===== src/rtl/fft_fmt_pkg.sv =====
// Shared constants and types for the 24-bit unified FFT sample format:
// [23:16] FP8 real, [15:8] FP8 imag, [7:4] FP4 real, [3:0] FP4 imag.
package fft_fmt_pkg;

  localparam int unsigned FP4_W = 4;
  localparam int unsigned FP8_W = 8;
  localparam int unsigned UNI_W = 24;

  localparam int unsigned UNI_FP8_RE_HI = 23;
  localparam int unsigned UNI_FP8_RE_LO = 16;
  localparam int unsigned UNI_FP8_IM_HI = 15;
  localparam int unsigned UNI_FP8_IM_LO = 8;
  localparam int unsigned UNI_FP4_RE_HI = 7;
  localparam int unsigned UNI_FP4_RE_LO = 4;
  localparam int unsigned UNI_FP4_IM_HI = 3;
  localparam int unsigned UNI_FP4_IM_LO = 0;

  localparam int unsigned FP8_BIAS = 7;
  localparam int unsigned FP4_BIAS = 1;
  localparam logic [2:0] FP4_MAX_MAG = 3'b111;

  typedef enum logic [1:0] {EMPTY, SEND_X, SEND_Y} state_e;

  function automatic logic [UNI_W-1:0] pack_uni(input logic [FP8_W-1:0] re8,
                                                input logic [FP8_W-1:0] im8,
                                                input logic [FP4_W-1:0] re4,
                                                input logic [FP4_W-1:0] im4);
    logic [UNI_W-1:0] w;
    w = '0;
    w[UNI_FP8_RE_HI:UNI_FP8_RE_LO] = re8;
    w[UNI_FP8_IM_HI:UNI_FP8_IM_LO] = im8;
    w[UNI_FP4_RE_HI:UNI_FP4_RE_LO] = re4;
    w[UNI_FP4_IM_HI:UNI_FP4_IM_LO] = im4;
    return w;
  endfunction

endpackage


===== src/rtl/fp_precision_convert.sv =====
// Single-component FP4 (E2M1) <-> FP8 (E4M3) converter. Up-conversion is exact;
// down-conversion rounds to nearest even and saturates to +/-6, flagging sat_o.
module fp_precision_convert
  import fft_fmt_pkg::*;
(
  input  logic [FP4_W-1:0] fp4_i,
  input  logic [FP8_W-1:0] fp8_i,
  output logic [FP8_W-1:0] fp8_o,
  output logic [FP4_W-1:0] fp4_o,
  output logic             sat_o
);

  // FP8 magnitude thresholds in units of 2^-9 (the smallest FP8 subnormal).
  // Strict '>' where the tie rounds down to the even code, '>=' where it rounds up.
  localparam logic [17:0] T_0P25 = 18'd128;
  localparam logic [17:0] T_0P75 = 18'd384;
  localparam logic [17:0] T_1P25 = 18'd640;
  localparam logic [17:0] T_1P75 = 18'd896;
  localparam logic [17:0] T_2P5  = 18'd1280;
  localparam logic [17:0] T_3P5  = 18'd1792;
  localparam logic [17:0] T_5P0  = 18'd2560;
  localparam logic [17:0] T_6P0  = 18'd3072;

  localparam logic [3:0] EXP_ADJ = 4'(FP8_BIAS - FP4_BIAS);

  always_comb begin
    fp8_o = '0;
    if (fp4_i[2:0] == 3'b000) begin
      fp8_o = {fp4_i[3], 7'b0};
    end else if (fp4_i[2:1] == 2'b00) begin
      fp8_o = {fp4_i[3], EXP_ADJ, 3'b000};
    end else begin
      fp8_o = {fp4_i[3], 4'(fp4_i[2:1]) + EXP_ADJ, fp4_i[0], 2'b00};
    end
  end

  logic [3:0]  exp8;
  logic [2:0]  man8;
  logic [17:0] mag;
  logic        nan;
  logic [2:0]  code;

  always_comb begin
    exp8 = fp8_i[6:3];
    man8 = fp8_i[2:0];
    if (exp8 == 4'd0) begin
      mag = {15'b0, man8};
    end else begin
      mag = {14'b0, 1'b1, man8} << (exp8 - 4'd1);
    end
    nan   = &fp8_i[6:0];
    code  = 3'(mag > T_0P25) + 3'(mag >= T_0P75) + 3'(mag > T_1P25) + 3'(mag >= T_1P75)
          + 3'(mag > T_2P5) + 3'(mag >= T_3P5) + 3'(mag > T_5P0);
    sat_o = nan | (mag > T_6P0);
    fp4_o = {fp8_i[7], sat_o ? FP4_MAX_MAG : code};
  end

endmodule


===== src/rtl/fft_stage_repacker.sv =====
// Repacks one butterfly pair (X, Y) into two unified words and streams X then Y.
// Optional saturation statistics counter enabled by FFT_STAGE_REPACK_STATS_EN.
module fft_stage_repacker
  import fft_fmt_pkg::*;
#(
  parameter int unsigned FRAME_PAIRS = 8,
  parameter int unsigned CNT_W       = 16
) (
  input  logic             clk,
  input  logic             rst_n,
  input  logic             in_valid,
  output logic             in_ready,
  input  logic [15:0]      in_x,
  input  logic [15:0]      in_y,
  input  logic             in_is_fp8,
  output logic             out_valid,
  input  logic             out_ready,
  output logic [UNI_W-1:0] out_data,
  output logic             out_is_y,
  output logic             out_src_fp8,
  output logic             out_frame_end
`ifdef FFT_STAGE_REPACK_STATS_EN
  ,
  output logic [CNT_W-1:0] sat_count
`endif
);

  localparam int unsigned PCNT_W = (FRAME_PAIRS > 1) ? $clog2(FRAME_PAIRS) : 1;
  localparam logic [PCNT_W-1:0] LAST_PAIR = PCNT_W'(FRAME_PAIRS - 1);

  // Component order: 0 = X imag, 1 = X real, 2 = Y imag, 3 = Y real.
  logic [3:0][FP8_W-1:0] src8;
  logic [3:0][FP4_W-1:0] src4;
  logic [3:0][FP8_W-1:0] up8;
  logic [3:0][FP4_W-1:0] dn4;
  logic [3:0]            sat;

  assign src8 = {in_y[15:8], in_y[7:0], in_x[15:8], in_x[7:0]};
  assign src4 = {in_y[7:4], in_y[3:0], in_x[7:4], in_x[3:0]};

  for (genvar i = 0; i < 4; i++) begin : g_conv
    fp_precision_convert u_conv (
      .fp4_i (src4[i]),
      .fp8_i (src8[i]),
      .fp8_o (up8[i]),
      .fp4_o (dn4[i]),
      .sat_o (sat[i])
    );
  end

  logic [UNI_W-1:0] x_word;
  logic [UNI_W-1:0] y_word;

  always_comb begin
    if (in_is_fp8) begin
      x_word = pack_uni(in_x[15:8], in_x[7:0], dn4[1], dn4[0]);
      y_word = pack_uni(in_y[15:8], in_y[7:0], dn4[3], dn4[2]);
    end else begin
      x_word = pack_uni(up8[1], up8[0], in_x[7:4], in_x[3:0]);
      y_word = pack_uni(up8[3], up8[2], in_y[7:4], in_y[3:0]);
    end
  end

  state_e            state_q;
  logic              out_valid_q;
  logic [UNI_W-1:0]  out_data_q;
  logic [UNI_W-1:0]  y_word_q;
  logic              out_is_y_q;
  logic              out_src_fp8_q;
  logic              out_frame_end_q;
  logic [PCNT_W-1:0] pair_cnt_q;

  logic accept;
  logic out_hs;

  assign in_ready = (state_q == EMPTY) | ((state_q == SEND_Y) & out_ready);
  assign accept   = in_valid & in_ready;
  assign out_hs   = out_valid_q & out_ready;

  // An accept in SEND_Y coincides with the Y handshake, so its load overrides the drain.
  always_ff @(posedge clk or negedge rst_n) begin
    if (!rst_n) begin
      state_q         <= EMPTY;
      out_valid_q     <= 1'b0;
      out_data_q      <= '0;
      y_word_q        <= '0;
      out_is_y_q      <= 1'b0;
      out_src_fp8_q   <= 1'b0;
      out_frame_end_q <= 1'b0;
      pair_cnt_q      <= '0;
    end else begin
      if (out_hs && (state_q == SEND_X)) begin
        state_q         <= SEND_Y;
        out_data_q      <= y_word_q;
        out_is_y_q      <= 1'b1;
        out_frame_end_q <= (pair_cnt_q == LAST_PAIR);
      end
      if (out_hs && (state_q == SEND_Y)) begin
        state_q         <= EMPTY;
        out_valid_q     <= 1'b0;
        out_is_y_q      <= 1'b0;
        out_frame_end_q <= 1'b0;
        pair_cnt_q      <= (pair_cnt_q == LAST_PAIR) ? '0 : pair_cnt_q + PCNT_W'(1);
      end
      if (accept) begin
        state_q         <= SEND_X;
        out_valid_q     <= 1'b1;
        out_data_q      <= x_word;
        y_word_q        <= y_word;
        out_is_y_q      <= 1'b0;
        out_src_fp8_q   <= in_is_fp8;
        out_frame_end_q <= 1'b0;
      end
    end
  end

  assign out_valid     = out_valid_q;
  assign out_data      = out_data_q;
  assign out_is_y      = out_is_y_q;
  assign out_src_fp8   = out_src_fp8_q;
  assign out_frame_end = out_frame_end_q;

`ifdef FFT_STAGE_REPACK_STATS_EN
  logic [2:0]       sat_inc;
  logic [CNT_W:0]   sat_sum;
  logic [CNT_W-1:0] sat_count_q;

  always_comb begin
    sat_inc = '0;
    if (in_is_fp8) begin
      sat_inc = 3'(sat[0]) + 3'(sat[1]) + 3'(sat[2]) + 3'(sat[3]);
    end
    sat_sum = {1'b0, sat_count_q} + (CNT_W + 1)'(sat_inc);
  end

  always_ff @(posedge clk or negedge rst_n) begin
    if (!rst_n) begin
      sat_count_q <= '0;
    end else if (accept) begin
      sat_count_q <= sat_sum[CNT_W] ? '1 : sat_sum[CNT_W-1:0];
    end
  end

  assign sat_count = sat_count_q;
`else
  logic [CNT_W-1:0] unused_stats;
  assign unused_stats = CNT_W'(sat);
`endif

endmodule

===== config.mk =====
export PLATFORM = sky130hd
export DESIGN_NAME = fft_stage_repacker
export DESIGN_NICKNAME = d
export VERILOG_FILES = /design/src/rtl/fft_fmt_pkg.sv /design/src/rtl/fp_precision_convert.sv /design/src/rtl/fft_stage_repacker.sv
export SDC_FILE = /design/constraint.sdc
export NUM_CORES = 1
export LEC_CHECK = 0
export ABC_AREA = 1
export BUFFER_PORTS_ARGS = -buffer_cell sky130_fd_sc_hd__buf_2
export CORE_ASPECT_RATIO = 0.8
export CORE_MARGIN = 2
export CORE_UTILIZATION = 28
export DETAILED_ROUTE_END_ITERATION = 10
export HOLD_SLACK_MARGIN = 0.15
export PLACE_DENSITY = 0.45
export SLEW_MARGIN = 10
export SYNTH_ARGS = -nofsm -noshare
export SYNTH_HDL_FRONTEND = slang
export SYNTH_SLANG_ARGS = --single-unit

===== constraint.sdc =====
create_clock -name clk -period 4.2 [get_ports clk]
set_input_delay 0.84 -clock clk [delete_from_list [all_inputs] [get_ports clk]]
set_output_delay 0.84 -clock clk [all_outputs]
set_load 0.02 [all_outputs]

==> flow_summary.json, run 1 <==
{
  "status": "finished clean",
  "ys_types": 44,
  "cts_htree_levels": 2,
  "vdd_drop_max_uv": 203,
  "critPathLaunchType": "primary input",
  "synth_fp_nets": 936,
  "die-area_um2": 20400,
  "path_clk_slew_ns": 0.07,
  "fp.dieW_um": 159,
  "cts_buffers": 5,
  "cp.required_ns": 4.38,
  "setup_tns_ns": 0,
  "fmax_mhz": 250,
  "antenna_cells": 0,
  "num_rows": 45,
  "synthTopCellsByArea": "dfrtp_1 24%, nand2_1 21%, inv_1 7.4%",
  "p_per_area_nw_per_um2": 444,
  "yosysSeqAreaShare_pct": 24.1,
  "fp.dieH_um": 128,
  "fin_ws_ns": 0.197,
  "fin_crit_ns": 4.00,
  "design_power_total_w": 0.00341,
  "leakage_nw": 4.00,
  "synth_cells": 865,
  "fin_util_pct": 40.7,
  "area_delta_synth_final_pct": 42.6,
  "grt_max_degree": 40,
  "path_max_fanout": 3,
  "finalCritPeriodShare_pct": 95.3,
  "gr-total-overflow": 0,
  "ys_warn_count": 0,
  "post-dp-hpwl_um": 13700,
  "tightest_slew_ns": 0.848,
  "gp_congestion": 0.840,
  "cts.sinks": 52,
  "clock_latency_ns": 0.30,
  "remaining_drc_errors": 0,
  "hp-class": "flip-flop to flip-flop",
  "async_flop_share_pct": 100,
  "relSlewSlack_pct": 43.5,
  "cts_buffer_depth": 2,
  "wl_per_cell_um": 12.6,
  "firstDrtPassIters": 5,
  "dp_slack_ns": -0.351,
  "first_iter_violations": 277,
  "avgSynthCellArea_um2": 6.24,
  "grt_usage_pct": 16.3,
  "wl_um": 16800,
  "slew_viol_final": 0,
  "yosysMostFrequentCell": "nand2_1",
  "fin_nets": 1145,
  "grt_pass1_vias": 5650,
  "start_util_pct": 28.5,
  "hold_viol": 0,
  "layout-drive-gt1-share_pct": 32.5,
  "end_kind": "flip-flop",
  "drv_cap": 0,
  "yosys.area.top_type_share_pct": 24.1,
  "ant_nets": 0,
  "finalSetupViolations": 0,
  "critical_path_class": "primary input to flip-flop",
  "yosys.area.top_type": "dfrtp_1",
  "synth_edf_count": 0,
  "io_buffers": 65,
  "route.vias.total": 6089,
  "ys_ff_latch": 52,
  "antenna_found_initial": 0,
  "io_pins": 66,
  "ys.flop_type": "dfrtp_1",
  "postCtsHoldBufs": 0,
  "cts_tree": "built",
  "cts-root-buf": "clkbuf_16",
  "synth_area_um2": 5400,
  "grt_pass1_wl_um": 27700,
  "post_drt_via_cell_ratio": 4.57,
  "crit_arrival_ns": 4.18,
  "synthTopCellsByCount": "301 x nand2_1, 106 x inv_1, 91 x nor2_1",
  "fin_skew_ns": 0.0111,
  "core_area_um2": 18900
}
[report_power, final]
part | total [W] | switching [W] | internal [W]
logic | 0.00211 | 0.00125 | 0.000863
registers | 0.000869 | 0.000127 | 0.000742
clock network | 0.000430 | 0.000204 | 0.000227
[cells by family (layout without fill, tap and decap cells)]
logic type	after synthesis	count (layout)	synth area share, %
compound gates	122	122	13.6
flops	52	52	24.1
fa+ha+maj	34	34	9.55
xor+xnor	8	8	2.06
simple gates	516	516	41.1
buf+inv	133	343	9.60
[worst paths after layout]
kind,end,slack (ns),startpoint,depth (start not counted)
max reg2reg,out_data[1]$_DFFE_PN0P_,1.92,state_q[0]$_DFFE_PN0P_,8
max in group asynchronous,out_data[15]$_DFFE_PN0P_,2.80,rst_n,2
min in group asynchronous,pair_cnt_q[0]$_DFFE_PN0P_,0.64,rst_n,1
min,pair_cnt_q[2]$_DFFE_PN0P_,0.48,pair_cnt_q[2]$_DFFE_PN0P_,2
max,out_data[6]$_DFFE_PN0P_,0.20,in_x[12],24
min reg2reg,pair_cnt_q[2]$_DFFE_PN0P_,0.48,pair_cnt_q[2]$_DFFE_PN0P_,2
[critical path, cell delays in order]
cell and delay [ns]:
buf_2 0.11, inv_4 0.05, ha_4 0.25, buf_4 0.15
nand2_2 0.10, nand2_2 0.08, nor2_4 0.14, o21ai_2 0.08
nand2_2 0.10, nor2_4 0.05, nand2_2 0.07, inv_2 0.04
o21ai_0 0.06, o21ai_1 0.10, fa_1 0.48, inv_1 0.05
fa_1 0.49, ha_2 0.16, inv_1 0.04, fa_1 0.36
xor2_1 0.16, nand3_1 0.09, nand2_1 0.07, a21oi_1 0.06
[state kept, by name, summed over array words and instances (netlist names)]
name	count
out_valid	1
out_src_fp8	1
pair_cnt_q	3
state_q	2
out_data	22
out_frame_end	1
y_word_q	22
[cell type report]
class                      instances  area [um^2]
tap                              258          323
multi-input combinational        680         3970
timing repair buffer             218         1500
clock buffer                       6          129
clock inverter                     2         17.5
fill                            2063        11200
inverter                         117          454
sequential                        52         1300
[what timing repair did]
item,4_1_cts,5_1_grt
pin swaps,0,27
endpoints found under the setup margin,1,8
gates resized for setup,4,83
setup buffers,0,5
[stage by stage]
stage | hold WS (ns) | cells | cell area [um^2]
final | 0.482 | 1333 | 7700
after global routing | 0.511 | 1333 | 7700
after CTS | 0.490 | 1328 | 7360
after detailed placement | 0.470 | 1320 | 7200
after global placement | 0.461 | 1320 | 7200
after floorplan | 0.443 | 865 | 5520
[metal layers]
| layer | global-route usage (%) | wire, um |
|---|---|---|
| met1 | 25.3 | 9020 |
| met2 | 25.1 | 7140 |
| met3 | 1.49 | 578 |
| met4 | 1.71 | 68 |
| met5 | 0 | 0 |
[layout by cell type, fill, tap and decap left out, drive strengths merged, types with 3 or more instances in the layout]
master	synthesis	layout
dfrtp	52	52
o211ai	6	6
nor2	99	99
nand3b	4	4
a21oi	30	30
inv	116	118
nand3	70	70
a31oi	7	7
o221ai	9	9
xor2	6	6
o21ai	54	54
clkbuf	6	6
nand2	309	309
buf	10	218
ha	22	22
nand4	19	19
a41oi	5	5
nor3	12	12
fa	12	12
a21boi	3	3
Note: power is estimated with default switching activity, not from simulation.
==> run 2, diff against run 1 <==
--- a/config.mk
+++ b/config.mk
@@ -6,13 +6,13 @@
 export NUM_CORES = 1
 export LEC_CHECK = 0
 export ABC_AREA = 1
-export BUFFER_PORTS_ARGS = -buffer_cell sky130_fd_sc_hd__buf_2
 export CORE_ASPECT_RATIO = 0.8
 export CORE_MARGIN = 2
 export CORE_UTILIZATION = 28
 export DETAILED_ROUTE_END_ITERATION = 10
+export DONT_BUFFER_PORTS = 1
 export HOLD_SLACK_MARGIN = 0.15
-export PLACE_DENSITY = 0.45
+export PLACE_DENSITY = 0.42
 export SLEW_MARGIN = 10
 export SYNTH_ARGS = -nofsm -noshare
 export SYNTH_HDL_FRONTEND = slang
==> run 2 against run 1 <==
Effect of this change:
- maximum frequency rose by 0.24%
- sequential share of layout area up 1.9 points
- non-clock buffer count down 101
- via count is 5.2% lower
- routed wire length decreased by 1.5%
- clock power fell by 4%
- worst hold slack got worse by 0.25 ns
- critical endpoint is now out_data[5]$_DFFE_PN0P_
- largest power group unchanged
- highest routed layer is now met5
==> flow_summary.json, run 2 (synthesis gave the netlist of run 1 again) <==
{
  "start_util_pct": 28.5,
  "grt_usage_pct": 16.4,
  "layout-drive-gt1-share_pct": 22.6,
  "crit_arrival_ns": 4.17,
  "post-dp-hpwl_um": 13700,
  "postCtsHoldBufs": 0,
  "cts-root-buf": "clkbuf_16",
  "hold_viol": 0,
  "die-area_um2": 20400,
  "drv_cap": 0,
  "max_stage_delay_ns": 0.54,
  "final_common_cell": "nand2_1",
  "path_cells": "clkinvlp_4, ha_4, inv_4, nand3_2, nand2_2, nor2_4, o21ai_2, nand2_1, nor2_2, nand2_1, inv_1, o21ai_0, o21ai_1, fa_1, inv_2, fa_1, ha_2, inv_2, fa_2, nand3_2, nand2_1, a21oi_2",
  "end_kind": "flip-flop",
  "cp.buffers_inverters": 5,
  "gr-total-overflow": 0,
  "path_max_fanout": 6,
  "mostFrequentLayoutCells": "293 x nand2_1, 117 x buf_4, 98 x inv_1, 83 x nor2_1, 55 x nand3_1",
  "gp_congestion": 0.842,
  "wl_per_cell_um": 13.4,
  "cts.sinks": 52,
  "p_per_area_nw_per_um2": 462,
  "r2r_slack_ns": 1.33,
  "grt_pass1_wl_um": 27600,
  "worstRegToRegCells": 9,
  "core_area_um2": 18900,
  "slowest_stage": "fa_2",
  "status": "finished clean",
  "slew_viol_final": 0,
  "critical_path_class": "primary input to flip-flop",
  "nFillCells": 2111,
  "antenna_cells": 0,
  "cts_htree_levels": 2,
  "design_power_total_w": 0.00320,
  "fin_skew_ns": 0.00895,
  "io_pins": 66,
  "fin_util_pct": 36.6,
  "wl_um": 16600,
  "fp.dieH_um": 128,
  "firstDrtPassIters": 4,
  "ant_nets": 0,
  "first_iter_violations": 299,
  "critPathLaunchType": "primary input",
  "worstReg2RegStart": "state_q[1]$_DFFE_PN0P_",
  "remaining_drc_errors": 0,
  "relSlewSlack_pct": 63.3,
  "antenna_found_initial": 1,
  "cts_tree": "built",
  "route.vias.total": 5770,
  "area_delta_synth_final_pct": 28.2,
  "fin_crit_ns": 3.99,
  "fmax_mhz": 250,
  "path_common_cell": "nand2_1",
  "vdd_drop_max_uv": 198,
  "grt_max_degree": 53,
  "finalCritPeriodShare_pct": 95.1,
  "post_drt_via_cell_ratio": 4.68,
  "r2r-end": "out_data[14]$_DFFE_PN0P_",
  "num_rows": 45,
  "cp.required_ns": 4.37,
  "grt_pass1_vias": 5450,
  "clock_latency_ns": 0.30,
  "path_clk_slew_ns": 0.07,
  "fp.dieW_um": 159,
  "tightest_slew_ns": 0.546,
  "fin_nets": 1044,
  "cpLargestDelayFamily": "adder cells",
  "hp-class": "primary input to async pin",
  "leakage_nw": 3.53,
  "cts_buffer_depth": 2,
  "finalSetupViolations": 0,
  "io_buffers": 0,
  "cts_buffers": 5
}
[run 2: metal layers]
metal,part of all wire (%),GRT usage (%)
met3,5.3,3.40
met2,42,25.2
met5,0.097,0
met1,53,24.4
met4,0.36,1.76
[run 2: layout make-up]
type	instances	area [um^2]	share of cell area, %
Multi-Input combinational cell	680	3820	55.2
Sequential cell	52	1300	18.8
Timing Repair Buffer	117	878	12.7
Inverter	117	452	6.53
Tap cell	258	323	4.67
Clock buffer	6	129	1.86
Clock inverter	2	16.3	0.235
[run 2: worst reg2reg max path: cells and delay by family (launching register included)]
kind	cells	cell delay (ns)
flops	1	0.47
buf+inv	3	0.81
simple gates	4	1.08
compound gates	2	0.46
[run 2: timing repair]
action / CTS / global route
setup buffers: 0 / 2
resized for setup: 0 / 41
setup endpoints to repair: 0 / 6
[run 2: power by group]
group          total (W)  internal [W]  switching [W]
registers        0.00106      0.000740       0.000320
clock network   0.000414      0.000223       0.000191
logic            0.00172      0.000728       0.000995
[run 2: how the worst max path moves through the flow]
| stage | startpoint | endpoint | slack (ns) | depth (start not counted) |
|---|---|---|---|---|
| after global routing | in_x[4] | out_data[2]$_DFFE_PN0P_ | -0.03 | 22 |
| after global placement | in_x[12] | out_data[6]$_DFFE_PN0P_ | -0.22 | 23 |
| final | in_x[12] | out_data[5]$_DFFE_PN0P_ | 0.21 | 22 |
| after detailed placement | in_x[12] | out_data[6]$_DFFE_PN0P_ | -0.26 | 23 |
| after CTS | in_x[12] | out_data[6]$_DFFE_PN0P_ | 0.05 | 23 |
| after floorplan | in_x[12] | out_data[6]$_DFFE_PN0P_ | 0.0007 | 23 |
[run 2: metrics by stage]
| stage | setup WS [ns] | hold slack (ns) | TNS [ns] | cells | cell area [um^2] |
|---|---|---|---|---|---|
| 6_report | 0.206 | 0.236 | 0 | 1232 | 6920 |
| 5_1_grt | -0.0253 | 0.221 | -0.0408 | 1232 | 6920 |
| 4_1_cts | 0.0549 | 0.226 | 0 | 1230 | 6760 |
| 3_5_place_dp | -0.262 | 0.473 | -0.839 | 1222 | 6620 |
| 3_3_place_gp | -0.222 | 0.466 | -0.966 | 1222 | 6620 |
| 2_1_floorplan | 0.000687 | 0.443 | 0 | 865 | 5520 |
